### src/rtl/axis_ready_throttle.sv
`default_nettype none
// +----------------------------------------------------------------------+
// | Module      : axis_ready_throttle                                    |
// | Description : Registered tready generator. After every accepted beat |
// |               ready drops for exactly 'gap' cycles.                  |
// | Revision    : 1.0 - initial release                                  |
// +----------------------------------------------------------------------+
module axis_ready_throttle (
    input  logic       clk,
    input  logic       rst_n,
    input  logic       enable,
    input  logic       accept,
    input  logic [7:0] gap,
    output logic       ready
);

    logic [7:0] gap_left;

    // Ready register plus countdown of remaining low cycles after an accept.
    always_ff @(posedge clk or negedge rst_n) begin
        if (!rst_n) begin
            ready    <= 1'b0;
            gap_left <= 8'd0;
        end else if (!enable) begin
            ready    <= 1'b0;
            gap_left <= 8'd0;
        end else if (accept && (gap != 8'd0)) begin
            ready    <= 1'b0;
            gap_left <= gap;
        end else if (gap_left != 8'd0) begin
            gap_left <= gap_left - 8'd1;
            ready    <= (gap_left == 8'd1);
        end else begin
            ready    <= 1'b1;
        end
    end

endmodule
`default_nettype wire

### config.mk
export PLATFORM = sky130hd
export DESIGN_NAME = axis_ready_throttle
export DESIGN_NICKNAME = d
export VERILOG_FILES = /design/src/rtl/axis_ready_throttle.sv
export SDC_FILE = /design/constraint.sdc
export NUM_CORES = 1
export LEC_CHECK = 0
export CORE_MARGIN = 1.5
export CORE_UTILIZATION = 34
export CTS_BUF_LIST = sky130_fd_sc_hd__clkbuf_4 sky130_fd_sc_hd__clkbuf_8
export CTS_CLUSTER_DIAMETER = 60
export DETAILED_ROUTE_END_ITERATION = 10
export PLACE_DENSITY = 0.64
export SETUP_SLACK_MARGIN = 0.02
export SYNTH_ARGS = -nofsm -noshare
export SYNTH_HDL_FRONTEND = slang
export SYNTH_SLANG_ARGS = --single-unit
export TNS_END_PERCENT = 30
### constraint.sdc
create_clock -name clk -period 1.6 [get_ports clk]
set_input_delay 0.24 -clock clk [delete_from_list [all_inputs] [get_ports clk]]
set_output_delay 0.24 -clock clk [all_outputs]
set_load 0.005 [all_outputs]
# Yosys cells after proc, flatten, opt, wreduce, memory -nomap -nowiden
# Index checks and enable logic that the tools add are counted.
classes:
  addsub: 1
  eq_ne: 2
  n_mux: 6
  reduce_logical: 3
op_table:
  columns: ["op", "n"]
  rows:
  - ["two-way mux 8 bit", 3]
  - ["nonzero test 8 bit", 2]
  - ["equality test 8 x 1 -> 1 bit (second input constant)", 1]
  - ["subtractor 8 x 1 -> 8 bit (second input constant)", 1]
  - ["two-way mux 1 bit", 3]
  - ["!= test 3 x 1 -> 1 bit (second input constant)", 1]
  - ["logical AND 1 bit", 1]
totals:
  register_bits: 9
  output_inout_bits: 1
  inputBits: 12
  word_cells: 14

# Logic depth before layout (Yosys ltp)
# Gate-level depths: netlist of the first run.
depth:
  ltp_word: 4
  depth_mapped: 5
  ltp_nobuf: 5

# Worst setup path before layout of the first run
# OpenSTA, ideal clock, no wires.
synth_path:
  path_type: "input to register"
  from: "in gap[0]"
  to: "reg gap_left[1]"
  required_ps: 1474
  t_arrival_ps: 1343
  stages: 3
  path_buffers: 0
  slack_ps: 132
  setup_ps: 126
  cell_sequence: "or4_4 -> o21a_1 -> o311a_1"
synth_between:
  elab_chain_len: 4
  word_cells_on_any_way: 5
  cone_classes: "eq/ne: 1; mux: 2; reduce/logical: 2"
synth_lines:
  columns: ["item", "line_no", "rtl"]
  rows:
  - ["start: declaration", "13", "input logic [7:0] gap,"]
  - ["nonzero test 8 bit *", "27", "end else if (accept && (gap != 8'd0)) begin"]
  - ["logical AND 1 bit *", "27", null]
  - ["two-way mux 8 bit", "27", null]
  - ["two-way mux 8 bit", "24", "end else if (!enable) begin"]
  - ["end signal: assignment", "29", "gap_left <= gap;"]
  - ["end signal: assignment", "31", "gap_left <= gap_left - 8'd1;"]
  - ["end: declaration", "17", "logic [7:0] gap_left;"]
# Mark *: on every way between the ends. The rest lies on a longest branch, timed or not.
# A chain may end at the register's enable or synchronous reset.

# Final worst setup path of the first run
layout_path:
  from: "in gap[0]"
  to: "reg gap_left[3]"
# Same word-level chain as after synthesis.

==> results of run 1 <==
## sequential cells by signal, summed over array words and instances, names as in the netlist
name and cells:
gap_left 8, ready 1
## worst max-delay path: cells and delay by family
| family | cells | cell delay (ns) |
|---|---|---|
| buffers and inverters | 2 | 0.58 |
| and+or+nand+nor | 1 | 0.45 |
| AOI/OAI and AO/OA | 2 | 0.47 |
## per-layer routing
layer | vias to the layer above | global-route usage [%] | routed length (um)
met2 | 13 | 28.53 | 700
met1 | 281 | 22.62 | 672
met5 | - | 0 | 0
met3 | 4 | 3.750 | 47
met4 | 0 | 11.52 | 25
li1 | 279 | - | -
## timing repair
| item | CTS | global route |
|---|---|---|
| hold buffers | 0 | 0 |
| setup endpoints to repair | 9 | 9 |
| hold endpoints to repair | 0 | 0 |
| pin swaps | 5 | 2 |
| gates resized for setup | 10 | 5 |
## per-stage QoR
| step | total power [uW] | hold WS, ns |
|---|---|---|
| floorplan | 433.5 | -0.05559 |
| global placement | 529.9 | 0.4783 |
| detailed placement | 534.0 | 0.4891 |
| CTS | 746.7 | 0.2920 |
| global route | 812.3 | 0.3151 |
| finish | 754.0 | 0.2800 |
## how the worst max path moves through the flow
stage	cells past startpoint	slack (ns)	to
3_3_place_gp	5	-0.34	gap_left[1]
4_1_cts	5	0.005	gap_left[3]
2_1_floorplan	3	0.13	gap_left[1]
3_5_place_dp	5	-0.38	gap_left[3]
5_1_grt	5	0.01	gap_left[1]
6_report	5	0.04	gap_left[3]
## layout by cell type (no fill, tap or decap), types with 2 or more instances in the layout
cell type | synthesis | routed
xor2_1 | 3 | 3
ha_1 | 3 | 3
o21ai_1 | 3 | 2
buf_4 | 0 | 9
o21ai_0 | 2 | 2
dlygate4sd2_1 | 0 | 5
nor2_1 | 3 | 3
nand2_1 | 7 | 7
clkdlybuf4s50_1 | 0 | 6
dfrtp_1 | 9 | 9
xnor2_1 | 3 | 3
nor3_1 | 2 | 2
clkbuf_4 | 0 | 4
inv_1 | 2 | 2
nand3_1 | 8 | 7
or4_4 | 1 | 2
## area by class of cell
class	count	area (um2)	area share (%)
Sequential cell	9	225.2	26.35
Tap cell	16	20.02	2.343
Inverter	2	7.507	0.8785
Timing Repair Buffer	22	195.2	22.84
Multi-Input combinational cell	49	376.6	44.07
Clock buffer	4	30.03	3.514
## power by group
group,internal (uW),switching (uW),total (uW)
Sequential,255,33.9,288
Clock,113,85.7,199
Combinational,135,132,267
## kinds of logic (layout without fill, tap and decap cells)
logic type,Yosys count,after routing
AO/OA/AOI/OAI,14,14
XOR/XNOR,6,6
adder cells (fa/ha/maj),3,3
buffers and inverters,4,28
flip-flops,9,9
multiplexers,1,1
AND/OR/NAND/NOR,25,25
==> results_dict.tcl, run 1 <==
set metrics [dict create \
    synth_adder_area_share_pct 6.579 \
    overflow 0 \
    dr_total_vias 577 \
    synth-edff-count 0 \
    dieWidth_um 43.97 \
    drtPass1Iterations 4 \
    rr_endpoint "gap_left[5]" \
    cts_tree "built" \
    critPathKind "input port to flop" \
    n_antenna_cell 0 \
    cts_root_buf "clkbuf_4" \
    synth.top_cell.area_share_pct 39.47 \
    relSlewSlack_pct 71.15 \
    timing.reg2reg.setup_slack_ns 0.13 \
    h-tree-depth 1 \
    area_delta_synth_final_pct 49.78 \
    coreArea_um2 1541 \
    fin_area_um2 854.6 \
    grt_use_total_pct 18.22 \
    rows 14 \
    post-place-cells 98 \
    synth-simple-area-share_pct 23.25 \
    setup_violations 0 \
    die_h_um 43.97 \
    cts_setup_buffers 0 \
    crit_path_cell_trace "clkdlybuf4s50_1 -> or4_4 -> o21a_1 -> buf_6 -> o31ai_4" \
    hp-class "input port to async pin" \
    grt_pass1_vias 568 \
    num-nets-final 102 \
    setup_tns_ns 0 \
    synth_cells 62 \
    antenna_found_initial 0 \
    boundaryPins 13 \
    ant_nets 0 \
    fill_cells 153 \
    dpl_worst_slack_ns -0.3778 \
    synth_compound_area_share_pct 17.11 \
    cp_slowest_stage_delay_ns 0.45 \
    cpMaxStageDelayCell "or4_4" \
    postLayoutCoreUtil_pct 55.44 \
    ys.flop_type "dfrtp_1" \
    dpl.hpwl_mm 1.112 \
    synth_most_common_cell "dfrtp_1" \
    insertion_delay_ns 0.26 \
    rsz0062_at_grt "true" \
    fin_cells 102 \
    cp_max_fo 5 \
    drt_iter0_drc 12 \
    gp_congestion 0.8806 \
    hold_violations 0 \
    async_flop_share_pct 100.0 \
    yosys-top-cells-area "dfrtp_1 39%, nand3_1 7.0%, ha_1 6.6%" \
    synth_xor_area_share_pct 9.211 \
    numCtsBuffers 3 \
    reg2regPathDepth 5 \
    start_util_pct 37.01 \
    crit_required_ns 1.78 \
    die_area_um2 1933 \
    drc 0 \
    crit_path_end_kind "flop" \
    yosys_warnings 0 \
    synth_seq_cells 9 \
    yosys-top-cells-count "9 x dfrtp_1, 8 x nand3_1, 7 x nand2_1" \
    synth_mux_area_share_pct 1.754 \
    synth_top_family_by_area "simple AND/OR/NAND/NOR gates" \
    cts.clk_slew.worst_paths_ns 0.07 \
    placed_cell_area_um2 778.2 \
    cap_violations 0 \
    grt_pass1_wl_mm 2.504 \
    clock_sinks 9 \
    syn-num-nets 77 \
    crit_arrival_ns 1.73 \
    drive_above_1_share_pct 25.58 \
    fmax_mhz 642.4 \
    outcome "finished clean" \
    worst_pin_slew_ns 0.4314 \
    synth_area_um2 570.5 \
    setup_ws_ns 0.04331 \
    crit_start "gap[0]" \
    avgSynthCellArea_um2 9.202 \
    cellLeakagePower_uw 0.0003801 \
    report.final.slew_viol_count 0 \
    wire_per_inst_um 14.17 \
    routed_wl_mm 1.445 \
    max-vdd-ir-drop_uv 377.1 \
    fin_crit_sh_pct 97.29 \
    rr_startpoint "gap_left[2]" \
    power_density_nw_per_um2 882.3 \
    synth_seq_area_share_pct 39.47 \
    yosys.area.top_type "dfrtp_1" \
    numPortBuffers 12 \
    fin_crit_ns 1.557 \
    cts_max_path_buffers 2 \
    grt_max_degree 10 \
    critPathLaunchType "input port" \
    skew_ns 0.004378 \
    ys_types 26 \
    vias_per_cell 5.657 \
]
(Power assumes the default switching activity.)
==> run 2: changes to the inputs <==
--- a/config.mk
+++ b/config.mk
@@ -10,9 +10,7 @@
 export CTS_BUF_LIST = sky130_fd_sc_hd__clkbuf_4 sky130_fd_sc_hd__clkbuf_8
 export CTS_CLUSTER_DIAMETER = 60
 export DETAILED_ROUTE_END_ITERATION = 10
-export PLACE_DENSITY = 0.64
 export SETUP_SLACK_MARGIN = 0.02
 export SYNTH_ARGS = -nofsm -noshare
 export SYNTH_HDL_FRONTEND = slang
 export SYNTH_SLANG_ARGS = --single-unit
-export TNS_END_PERCENT = 30
==> run 2 against run 1 <==
  * Critical path depth unchanged
  * Clock skew increased by 0.0011 ns
  * Final cell count increased by 3.9%
  * Sequential share of layout area decreased by 0.64 points
  * Clock-buffer cell count unchanged
  * Cell area increased by 2.5%
  * Via count decreased by 0.35%
  * Register-to-register slack got worse by 0.04 ns
  * Maximum frequency decreased by 0.28%
  * Global-route usage decreased by 0.41 points
  * Setup slack got worse by 0.0043 ns
  * Critical endpoint is now gap_left[4]
  * Largest cell class unchanged
==> results_dict.tcl, run 2 (same netlist as run 1, synthesis figures left out) <==
set metrics [dict create \
    dr_total_vias 575 \
    drt_iter0_drc 13 \
    wire_per_inst_um 13.55 \
    hold_violations 0 \
    drtPass1Iterations 4 \
    crit_required_ns 1.77 \
    fin_area_um2 875.8 \
    drc 0 \
    coreArea_um2 1541 \
    cts_max_path_buffers 2 \
    grt_pass1_vias 568 \
    num-nets-final 106 \
    clock_sinks 9 \
    die_h_um 43.97 \
    numPortBuffers 12 \
    n_antenna_cell 0 \
    regMostFlops "gap_left" \
    fin_crit_ns 1.561 \
    grt_use_total_pct 17.81 \
    skew_ns 0.005476 \
    crit_arrival_ns 1.73 \
    gp_congestion 0.7369 \
    top_regs "gap_left (8), ready (1)" \
    power_density_nw_per_um2 875.2 \
    cellLeakagePower_uw 0.0003915 \
    insertion_delay_ns 0.26 \
    worst_pin_slew_ns 0.4051 \
    final_common_cell "buf_4" \
    dieWidth_um 43.97 \
    boundaryPins 13 \
    drive_above_1_share_pct 30.00 \
    cts_tree "built" \
    final_cell_mix "14 x buf_4, 9 x dfrtp_1, 7 x nand2_1, 7 x nand3_1, 7 x dlygate4sd2_1" \
    crit_path_end_kind "flop" \
    outcome "finished clean" \
    ant_nets 0 \
    setup_violations 0 \
    relSlewSlack_pct 72.91 \
    placed_cell_area_um2 808.3 \
    critPathLaunchType "input port" \
    h-tree-depth 1 \
    critPathKind "input port to flop" \
    postLayoutCoreUtil_pct 56.82 \
    vias_per_cell 5.425 \
    rsz0062_at_grt "false" \
    max-vdd-ir-drop_uv 420.6 \
    start_util_pct 37.01 \
    hold_slack_ns 0.2684 \
    dpl.hpwl_mm 1.119 \
    report.final.slew_viol_count 0 \
    area_delta_synth_final_pct 53.51 \
    cts.clk_slew.worst_paths_ns 0.07 \
    die_area_um2 1933 \
    power_uw 766.5 \
    rows 14 \
    fmax_mhz 640.6 \
    largest_reg_flops 8 \
    grt_max_degree 10 \
    antenna_found_initial 0 \
    overflow 0 \
    cts_root_buf "clkbuf_4" \
    cp_max_fo 4 \
    fin_crit_sh_pct 97.56 \
    cap_violations 0 \
    numCtsBuffers 3 \
    routed_wl_mm 1.436 \
    grt_pass1_wl_mm 2.456 \
    hp-class "input port to async pin" \
]
[run 2: cell count changes in the layout (fill, tap and decap cells not counted), sizes merged]
cell and delta:
dlygate4sd2 +2, clkdlybuf4s50 -1, dlymetal6s2s -1, buf +4
[run 2: layout make-up]
| class | count | area, um2 |
|---|---|---|
| inverter | 2 | 7.507 |
| clock buffer | 4 | 30.03 |
| fill | 148 | 665.6 |
| multi-input combinational | 49 | 376.6 |
| tap | 16 | 20.02 |
| timing repair buffer | 26 | 216.5 |
| sequential | 9 | 225.2 |
[run 2: timing repair]
item / 4_1_cts / 5_1_grt
hold buffers: 0 / 0
gates resized for setup: 11 / 4
pin swaps: 8 / 1
endpoints found under the setup margin: 9 / 4
buffers inserted: 0 / 0
[run 2: worst paths after layout]
path	slack (ns)	depth (start not counted)	end	from
min in group clk	0.37	3	gap_left[0]	gap[0]
max	0.04	5	gap_left[4]	gap[1]
max reg2reg	0.09	5	gap_left[4]	gap_left[3]
min reg2reg	0.49	1	ready	gap_left[7]
max in group asynchronous	1.04	1	gap_left[2]	rst_n
min	0.27	1	ready	rst_n
[run 2: routing by layer]
metal / part of all wire, % / global-route usage (%) / vias up
met5: 0 / 0 / -
met4: 1.9 / 9.091 / 0
met3: 4.2 / 3.750 / 4
met2: 49 / 27.65 / 20
met1: 45 / 23.20 / 267
li1: - / - / 284
[run 2: worst max-delay path, cell delays in order]
cell and delay, ns:
clkdlybuf4s50_1 0.42, or4_4 0.44, o21a_4 0.25, buf_4 0.15, o31ai_1 0.21
[run 2: where the power goes]
group	internal [uW]	total, uW	switching [uW]
Clock	113	199	85.8
Combinational	148	286	138
Sequential	254	281	26.9
[run 2: through the flow]
step / instances / setup slack, ns / setup TNS [ns]
CTS: 106 / 0.04730 / 0
global placement: 102 / -0.3410 / -2.793
finish: 106 / 0.03898 / 0
floorplan: 62 / 0.1315 / 0
detailed placement: 102 / -0.3732 / -3.034
global route: 106 / 0.02650 / 0
==> run 3: changes to the inputs <==
--- a/config.mk
+++ b/config.mk
@@ -5,6 +5,7 @@
 export SDC_FILE = /design/constraint.sdc
 export NUM_CORES = 1
 export LEC_CHECK = 0
+export ABC_CLOCK_PERIOD_IN_PS = 1600
 export CORE_MARGIN = 1.5
 export CORE_UTILIZATION = 34
 export CTS_BUF_LIST = sky130_fd_sc_hd__clkbuf_4 sky130_fd_sc_hd__clkbuf_8
==> results of run 3 <==
No change in the layout: final DEF, timing and power equal those of run 2.
